===== src/rtl/gtxe2_chnl_tx_oob_gen.sv =====
// SATA/SAS out-of-band signalling generator: emits COMINIT/COMWAKE/COMSAS burst
// sequences (ALIGN-like burst data separated by electrical-idle quiet gaps).
module gtxe2_chnl_tx_oob_gen #(
   parameter int         width              = 20,
   parameter logic [3:0] SATA_BURST_SEQ_LEN = 4'd6,
   parameter int         BURST_CYCLES       = 16,
   parameter int         QUIET_INIT_CYCLES  = 48,
   parameter int         QUIET_WAKE_CYCLES  = 16,
   parameter int         QUIET_SAS_CYCLES   = 144
) (
   input  logic             clk,
   input  logic             reset,
   input  logic             TXCOMINIT,
   input  logic             TXCOMWAKE,
   input  logic             TXCOMSAS,
   output logic             TXCOMFINISH,
   input  logic             disparity,
   output logic [width-1:0] outdata,
   output logic             outval,
   output logic             txelecidle,
   output logic             busy
);

   typedef enum logic [1:0] {ST_IDLE, ST_BURST, ST_QUIET, ST_DONE} state_t;
   typedef enum logic [1:0] {MODE_NONE, MODE_INIT, MODE_WAKE, MODE_SAS} mode_t;

   localparam logic [15:0] BURST_LAST = 16'(BURST_CYCLES - 1);
   localparam logic [15:0] QI_LAST    = 16'(QUIET_INIT_CYCLES - 1);
   localparam logic [15:0] QW_LAST    = 16'(QUIET_WAKE_CYCLES - 1);
   localparam logic [15:0] QS_LAST    = 16'(QUIET_SAS_CYCLES - 1);

   localparam logic [9:0] SYM_ALT   = 10'b0101010101;
   localparam logic [9:0] SYM_P0_RP = 10'b1100000101;
   localparam logic [9:0] SYM_P1_RP = 10'b1101100011;
   localparam logic [9:0] SYM_P0_RN = 10'b0011111010;
   localparam logic [9:0] SYM_P1_RN = 10'b0010011100;

   state_t        state_q, state_d;
   mode_t         mode_q, mode_d;
   logic [3:0]    burst_cnt_q, burst_cnt_d;
   logic [15:0]   sw_q, sw_d;
   logic          phase_q, phase_d;
   logic          outval_q, outval_d;
   logic          busy_q, busy_d;
   logic          finish_q, finish_d;
   logic          txelecidle_q, txelecidle_d;
   logic [15:0]   quiet_last;
   logic [19:0]   word0, word1;
   logic [width-1:0] burst_data;

   always_comb begin
      unique case (mode_q)
         MODE_INIT: quiet_last = QI_LAST;
         MODE_WAKE: quiet_last = QW_LAST;
         default:   quiet_last = QS_LAST;
      endcase
   end

   always_comb begin
      state_d     = state_q;
      mode_d      = mode_q;
      burst_cnt_d = burst_cnt_q;
      unique case (state_q)
         ST_IDLE: begin
            if (TXCOMINIT | TXCOMWAKE | TXCOMSAS) begin
               state_d = ST_BURST;
               if (TXCOMINIT)      mode_d = MODE_INIT;
               else if (TXCOMWAKE) mode_d = MODE_WAKE;
               else                mode_d = MODE_SAS;
            end
         end
         ST_BURST: begin
            if (sw_q == BURST_LAST) begin
               state_d     = ST_QUIET;
               burst_cnt_d = burst_cnt_q + 4'd1;
            end
         end
         ST_QUIET: begin
            // every burst, including the last, is followed by a full quiet gap
            if (sw_q == quiet_last)
               state_d = (burst_cnt_q < SATA_BURST_SEQ_LEN) ? ST_BURST : ST_DONE;
         end
         ST_DONE: begin
            state_d     = ST_IDLE;
            burst_cnt_d = '0;
            mode_d      = MODE_NONE;
         end
         default: state_d = ST_IDLE;
      endcase
      sw_d         = (state_d != state_q) ? '0 : sw_q + 16'd1;
      phase_d      = (state_q == ST_BURST && state_d == ST_BURST) ? ~phase_q : 1'b0;
      outval_d     = (state_d == ST_BURST);
      txelecidle_d = ~outval_d;
      busy_d       = (state_d != ST_IDLE);
      finish_d     = (state_d == ST_DONE);
   end

   always_ff @(posedge clk or negedge reset) begin
      if (!reset) begin
         state_q      <= ST_IDLE;
         mode_q       <= MODE_NONE;
         burst_cnt_q  <= '0;
         sw_q         <= '0;
         phase_q      <= 1'b0;
         outval_q     <= 1'b0;
         txelecidle_q <= 1'b1;
         busy_q       <= 1'b0;
         finish_q     <= 1'b0;
      end else begin
         state_q      <= state_d;
         mode_q       <= mode_d;
         burst_cnt_q  <= burst_cnt_d;
         sw_q         <= sw_d;
         phase_q      <= phase_d;
         outval_q     <= outval_d;
         txelecidle_q <= txelecidle_d;
         busy_q       <= busy_d;
         finish_q     <= finish_d;
      end
   end

   always_comb begin
      word0 = disparity ? {SYM_ALT, SYM_P0_RP} : {SYM_ALT, SYM_P0_RN};
      word1 = disparity ? {SYM_P1_RP, SYM_ALT} : {SYM_P1_RN, SYM_ALT};
   end

   generate
      if (width == 20) begin : g_w20
         always_comb burst_data = phase_q ? word1 : word0;
      end else if (width == 40) begin : g_w40
         always_comb burst_data = {word1, word0};
      end else begin : g_bad
         $fatal(1, "gtxe2_chnl_tx_oob_gen: width must be 20 or 40");
      end
   endgenerate

   always_comb begin
      outdata     = outval_q ? burst_data : '0;
      outval      = outval_q;
      txelecidle  = txelecidle_q;
      busy        = busy_q;
      TXCOMFINISH = finish_q;
   end

endmodule

===== config.mk =====
export PLATFORM = sky130hd
export DESIGN_NAME = gtxe2_chnl_tx_oob_gen
export DESIGN_NICKNAME = d
export VERILOG_FILES = /design/src/rtl/gtxe2_chnl_tx_oob_gen.sv
export SDC_FILE = /design/constraint.sdc
export NUM_CORES = 1
export LEC_CHECK = 0
export BUFFER_PORTS_ARGS = -buffer_cell sky130_fd_sc_hd__buf_2
export CAP_MARGIN = 40
export CELL_PAD_IN_SITES_DETAIL_PLACEMENT = 0
export CELL_PAD_IN_SITES_GLOBAL_PLACEMENT = 1
export CORE_MARGIN = 2
export CORE_UTILIZATION = 40
export CTS_CLUSTER_DIAMETER = 50
export DETAILED_ROUTE_END_ITERATION = 16
export GPL_ROUTABILITY_DRIVEN = 0
export PLACE_DENSITY = 0.78
export SLEW_MARGIN = 20
export SYNTH_ARGS = -nofsm -noshare
export SYNTH_HDL_FRONTEND = slang
export SYNTH_SLANG_ARGS = --single-unit

===== constraint.sdc =====
create_clock -name clk -period 2.3 [get_ports clk]
set_clock_uncertainty 0.1 [all_clocks]
set_input_delay 0.23 -clock clk [delete_from_list [all_inputs] [get_ports clk]]
set_output_delay 0.23 -clock clk [all_outputs]
set_load 0.02 [all_outputs]

**Word-level counts from Yosys, hierarchy flattened**

Cells that the tools add are included.

- Bits in registers: 29
- Latch bits: 0
- Memory bits (writable): 0
- Bits in read-only memories: 0
- Input bits: 6
- Word-level logic and storage cells: 53
- Memories: 0

- Add/sub/neg operators: 2
- $mul: 0
- Divide/modulo/power cells: 0
- Order comparisons: 1
- Equality and inequality tests: 12
- Shifts and indexed selects: 0
- Muxes and demuxes: 18
- Bitwise logic cells: 4
- Reduce and logical (&&, ||, !) cells: 7

Operators with widths:

| cell | number |
|---|---|
| $mux W20 | 3 |
| $add A16 B1 Y16 const B | 1 |
| $eq A16 B16 Y1 | 1 |
| $eq A16 B4 Y1 const B | 1 |
| $mux W16 | 1 |
| $pmux W8 S2 | 1 |
| $mux W2 | 6 |
| $mux W10 | 1 |
| $eq A2 B2 Y1 const B | 4 |
| $pmux W2 S4 | 1 |
| $pmux W4 S2 | 1 |
| $eq A2 B1 Y1 const B | 3 |
| $reduce_bool A2 Y1 | 3 |
| $add A4 B1 Y4 const B | 1 |
| $lt A4 B3 Y1 const B | 1 |
| $mux W4 | 1 |
| $ne A2 B2 Y1 const B | 2 |
| $pmux W2 S2 | 1 |
| $reduce_and A2 Y1 | 2 |
| $logic_not A2 Y1 | 1 |
| $mux W1 | 2 |
| $ne A2 B2 Y1 | 1 |
| $not A1 Y1 | 2 |
| $or A1 B1 Y1 | 2 |
| $logic_and A1 B1 Y1 | 1 |

**Logic depth before layout (Yosys ltp)**

- Word-level depth: 8
- Mapped depth: 7
- Depth with buffers taken out: 6

**Worst setup path after synthesis**

OpenSTA, ideal clock, no wires.

- Path kind: register -> register
- Start point: register sw_q[0]
- End point: register sw_q[2]
- Library setup time: 0.126 ns
- Arrival time: 1.581 ns
- Data required time: 2.074 ns
- Path slack: 0.492 ns
- Cell stages (with the launch flop): 8
- Path buffers: 2
- Cells stage by stage: dfrtp_1 > ha_1 > and3_1 > buf_2 > a41oi_1 > nor3_2 > buf_4 > a21oi_1

- Longest elaborated chain between the ends: 5

RTL lines:

| item | line | RTL |
|---|---|---|
| from (decl) | 41 | `logic [15:0] sw_q, sw_d;` |
| from (signal assigned) | 113 | `sw_q <= sw_d;` |
| $eq A16 B16 Y1 or $eq A16 B4 Y1 (tied branches) | 80, 73 |  |
| $mux W2, on equally long branches | 80, 73 |  |
| $pmux W2 S4 | 63 | `unique case (state_q)` |
| $ne A2 B2 Y1 | 90 | `sw_d = (state_d != state_q) ? '0 : sw_q + 16'd1;` |
| $mux W16 * | 90 |  |
| named net sw_d[2] | 41 |  |

The timed path passes the listed nets; every way through them passes the cells marked *.
A chain may end at the register's enable or synchronous reset.

**Final worst setup path**

- Start point: register sw_q[0]
- End point: register burst_cnt_q[3]

- Longest elaborated chain between the ends: 3

RTL lines:

| item | line | RTL |
|---|---|---|
| $eq A16 B4 Y1 | 73 | `if (sw_q == BURST_LAST) begin` |
| $ne A2 B2 Y1 (no line) | -- |  |
| $reduce_and A2 Y1 (no line) | -- |  |
| to (signal assigned) | 112 | `burst_cnt_q <= burst_cnt_d;` |
| to (decl) | 40 | `logic [3:0] burst_cnt_q, burst_cnt_d;` |

No other way between the ends.

==> impl_metrics.csv <==
group,metric,value,unit
status,status,"finished, final reports clean",
route,postRouteAntennaNets,0,
route,postRouteWirelength,3270,um
layout,final_cell_mix,"buf_2, dfrtp_1, a21oi_1",
route,dr.pass1.iters,4,
synth,synth_edf_count,0,
grt,antenna_found_initial,0,
grt,grt_usage,14.8,%
timing,final-setup-viol-count,0,
job,maxCapViolCount,0,
worst_setup_path,start_kind,"flop",
synth,syn_area_per_cell,9.70,um2
floorplan,start_util,42.3,%
pwr,powerDensity,885,mW/mm2
clocking,cts_sinks,29,
route,vias_per_cell,5.49,
synth,ys_ff_latch,29,
worst_setup_path,crit_required,2420,ps
clocking,clk-insertion-delay-late,280,ps
timing,worstMarginPinSlew,650,ps
layout,drive_gt1_share,23.5,%
timing,finalCriticalPeriod,1930,ps
layout,stdcell_count,246,
timing,setup_ws,369,ps
synth,synthCells,177,
grt,grt.met3_usage,4.07,%
placed_design,place_hpwl,2330,um
synth,ys_seq_area_share,42.3,%
grt,busiest_layer,"met2",
placed_design,place_inst,237,
worst_setup_path,path_max_fanout,8,
floorplan,rows,23,
synth,synth_top_flop_cell,"dfrtp_1",
floorplan,die_w,69.5,um
worst_setup_path,crit_type,"reg2reg",
timing,fin_setup_tns,0,ps
grt,gr-usage-met1,17.9,%
floorplan,die-area,0.00483,mm2
layout,area_delta_synth_final,9.62,%
timing,min_period_over_period,84.0,%
hold_path,hp-class,"in2reg",
clocking,cts.root.buffer_cell,"clkbuf_8",
synth,async_reset_ff_share,100,%
timing,relSlewSlack,56.7,%
worst_setup_path,worstPathCellList,"ha_1 > and3_1 > nand4_2 > or4_1 > nand3_1",
timing,finalHoldViolCount,0,
worst_setup_path,worst_path_max_delay_cell,"or4_1",
grt,grt_max_degree,30,
route,drtIter0Drc,75,
worst_setup_path,slowest_delay,520,ps
grt,grt_pass1_wl,5770,um
pwr,ir_drop,0.000419,V
layout,final_util,46.4,%
clocking,cts_resized,0,
synth,synth_area,0.00172,mm2
clocking,clkTransAtPathRegs,60,ps
grt,grt_pass1_vias,1305,
pwr,finalPower,0.00167,W
placed_design,port_buffers,29,
worst_setup_path,critPathCaptureType,"flop",
timing,max_freq,518,MHz
worst_setup_path,cp.arrival,2050,ps
clocking,clk_path_buf_depth,2,
synth,synth_warnings,0,
clocking,numCtsBuffers,5,
placed_design,post-place-ws,370,ps
timing,report.final.slew_viol_count,0,
synth,yosysUniqueCellTypes,44,
route,drc_errors,0,
floorplan,die_h,69.5,um
clocking,cts_setup_buffers,0,
clocking,cts_max_level,2,
grt,overflow,0,
layout,nets,204,
layout,antenna_cells,0,
floorplan,coreArea,0.00406,mm2
layout,layout_commonest_cell,"buf_2",
clocking,cts_tree,"done",
synth,syn_nets,186,
route,post_drt_wl_per_cell,13.3,um
clocking,holdBufCountCts,1,
route,dr_total_vias,1351,
timing,rsz0062_at_grt,"false",
floorplan,io_pins,30,
grt,grtUsageMet2,24.4,%
pwr,leakagePower,0.876,nW
## kinds of logic (layout without fill, tap and decap cells)
kind of cell | after synthesis | after routing | synth area share [%]
DFF | 29 | 29 | 42.3
adders and majority gates | 4 | 4 | 2.77
AOI/OAI and AO/OA | 36 | 36 | 13.3
and+or+nand+nor | 65 | 65 | 23.9
buffers and inverters | 29 | 48 | 10.3
xor gates and xnor gates | 12 | 12 | 6.12
muxes | 2 | 2 | 1.24
## where the power goes
group | switching [W] | internal (W)
Sequential | 0.000110 | 0.000605
Combinational | 0.000332 | 0.000228
Clock | 0.000177 | 0.000214
Total | 0.000619 | 0.00105
## worst max-delay path, delay by kind of cell, from the launching register on
kind | cells | cell delay, ps
adders and majority gates | 1 | 260
DFF | 1 | 370
and+or+nand+nor | 4 | 1150
## cell type report
type	count	area [um2]
fillers	399	2180
multi-input cells	119	812
flip-flops and latches	29	727
repair buffers	32	170
clock buffers	8	80.1
well taps	50	62.6
inverters	8	30.0
## per-stage QoR
step	cell area, um2	hold WS [ps]
final	1880	86.8
after global routing	1880	91.9
after CTS	1880	82.0
after detailed placement	1790	198
after global placement	1790	184
after floorplan	1720	-166
## synth_stat cells, types with 2 or more instances
library cell  instances  share of area, %
a21boi_0              4               1.7
a21oi_1              13               3.8
a22oi_1               3               1.3
and3_1                5               1.8
and4_1                2               1.0
buf_2                 4               1.2
buf_4                13               5.7
buf_6                 2               1.3
clkbuf_1              2              0.44
dfrtp_1              28                41
ha_1                  3               2.2
inv_1                 8               1.7
nand2_1               6               1.3
nand2b_1              5               1.8
nand3_1              10               2.9
nand4_1               7               2.6
nor2_1                6               1.3
nor2b_1               4               1.5
nor3_1                2              0.58
nor4_1                2              0.73
nor4_2                2               1.5
o21ai_0               6               1.7
o22ai_1               3               1.1
or3_1                 5               1.8
or4_1                 3               1.3
xnor2_1               4               2.0
xor2_1                8               4.1
## metal layers
| metal | share of wire, % | wire length, um |
|---|---|---|
| met3 | 5.4 | 176 |
| met1 | 47 | 1530 |
| met4 | 1.5 | 49 |
| met2 | 46 | 1520 |
| met5 | 0 | 0 |
## worst paths after layout
path                       startpoint        endpoint  slack, ps  depth (start not counted)
max                           sw_q[0]  burst_cnt_q[3]        370                          5
min                         TXCOMINIT       mode_q[1]         90                          2
max reg2reg                   sw_q[0]  burst_cnt_q[3]        370                          5
min reg2reg                   sw_q[0]         sw_q[0]        350                          1
max in group asynchronous       reset        sw_q[12]       1260                          2
min in group asynchronous       reset       mode_q[0]        420                          2
## flip-flops by register name, indices dropped and copies added (netlist names)
name,count
sw_q,16
phase_q,1
TXCOMFINISH,1
state_q,2
busy,1
txelecidle,1
mode_q,2
burst_cnt_q,4
outval,1
Note: power is estimated with default switching activity, not from simulation.
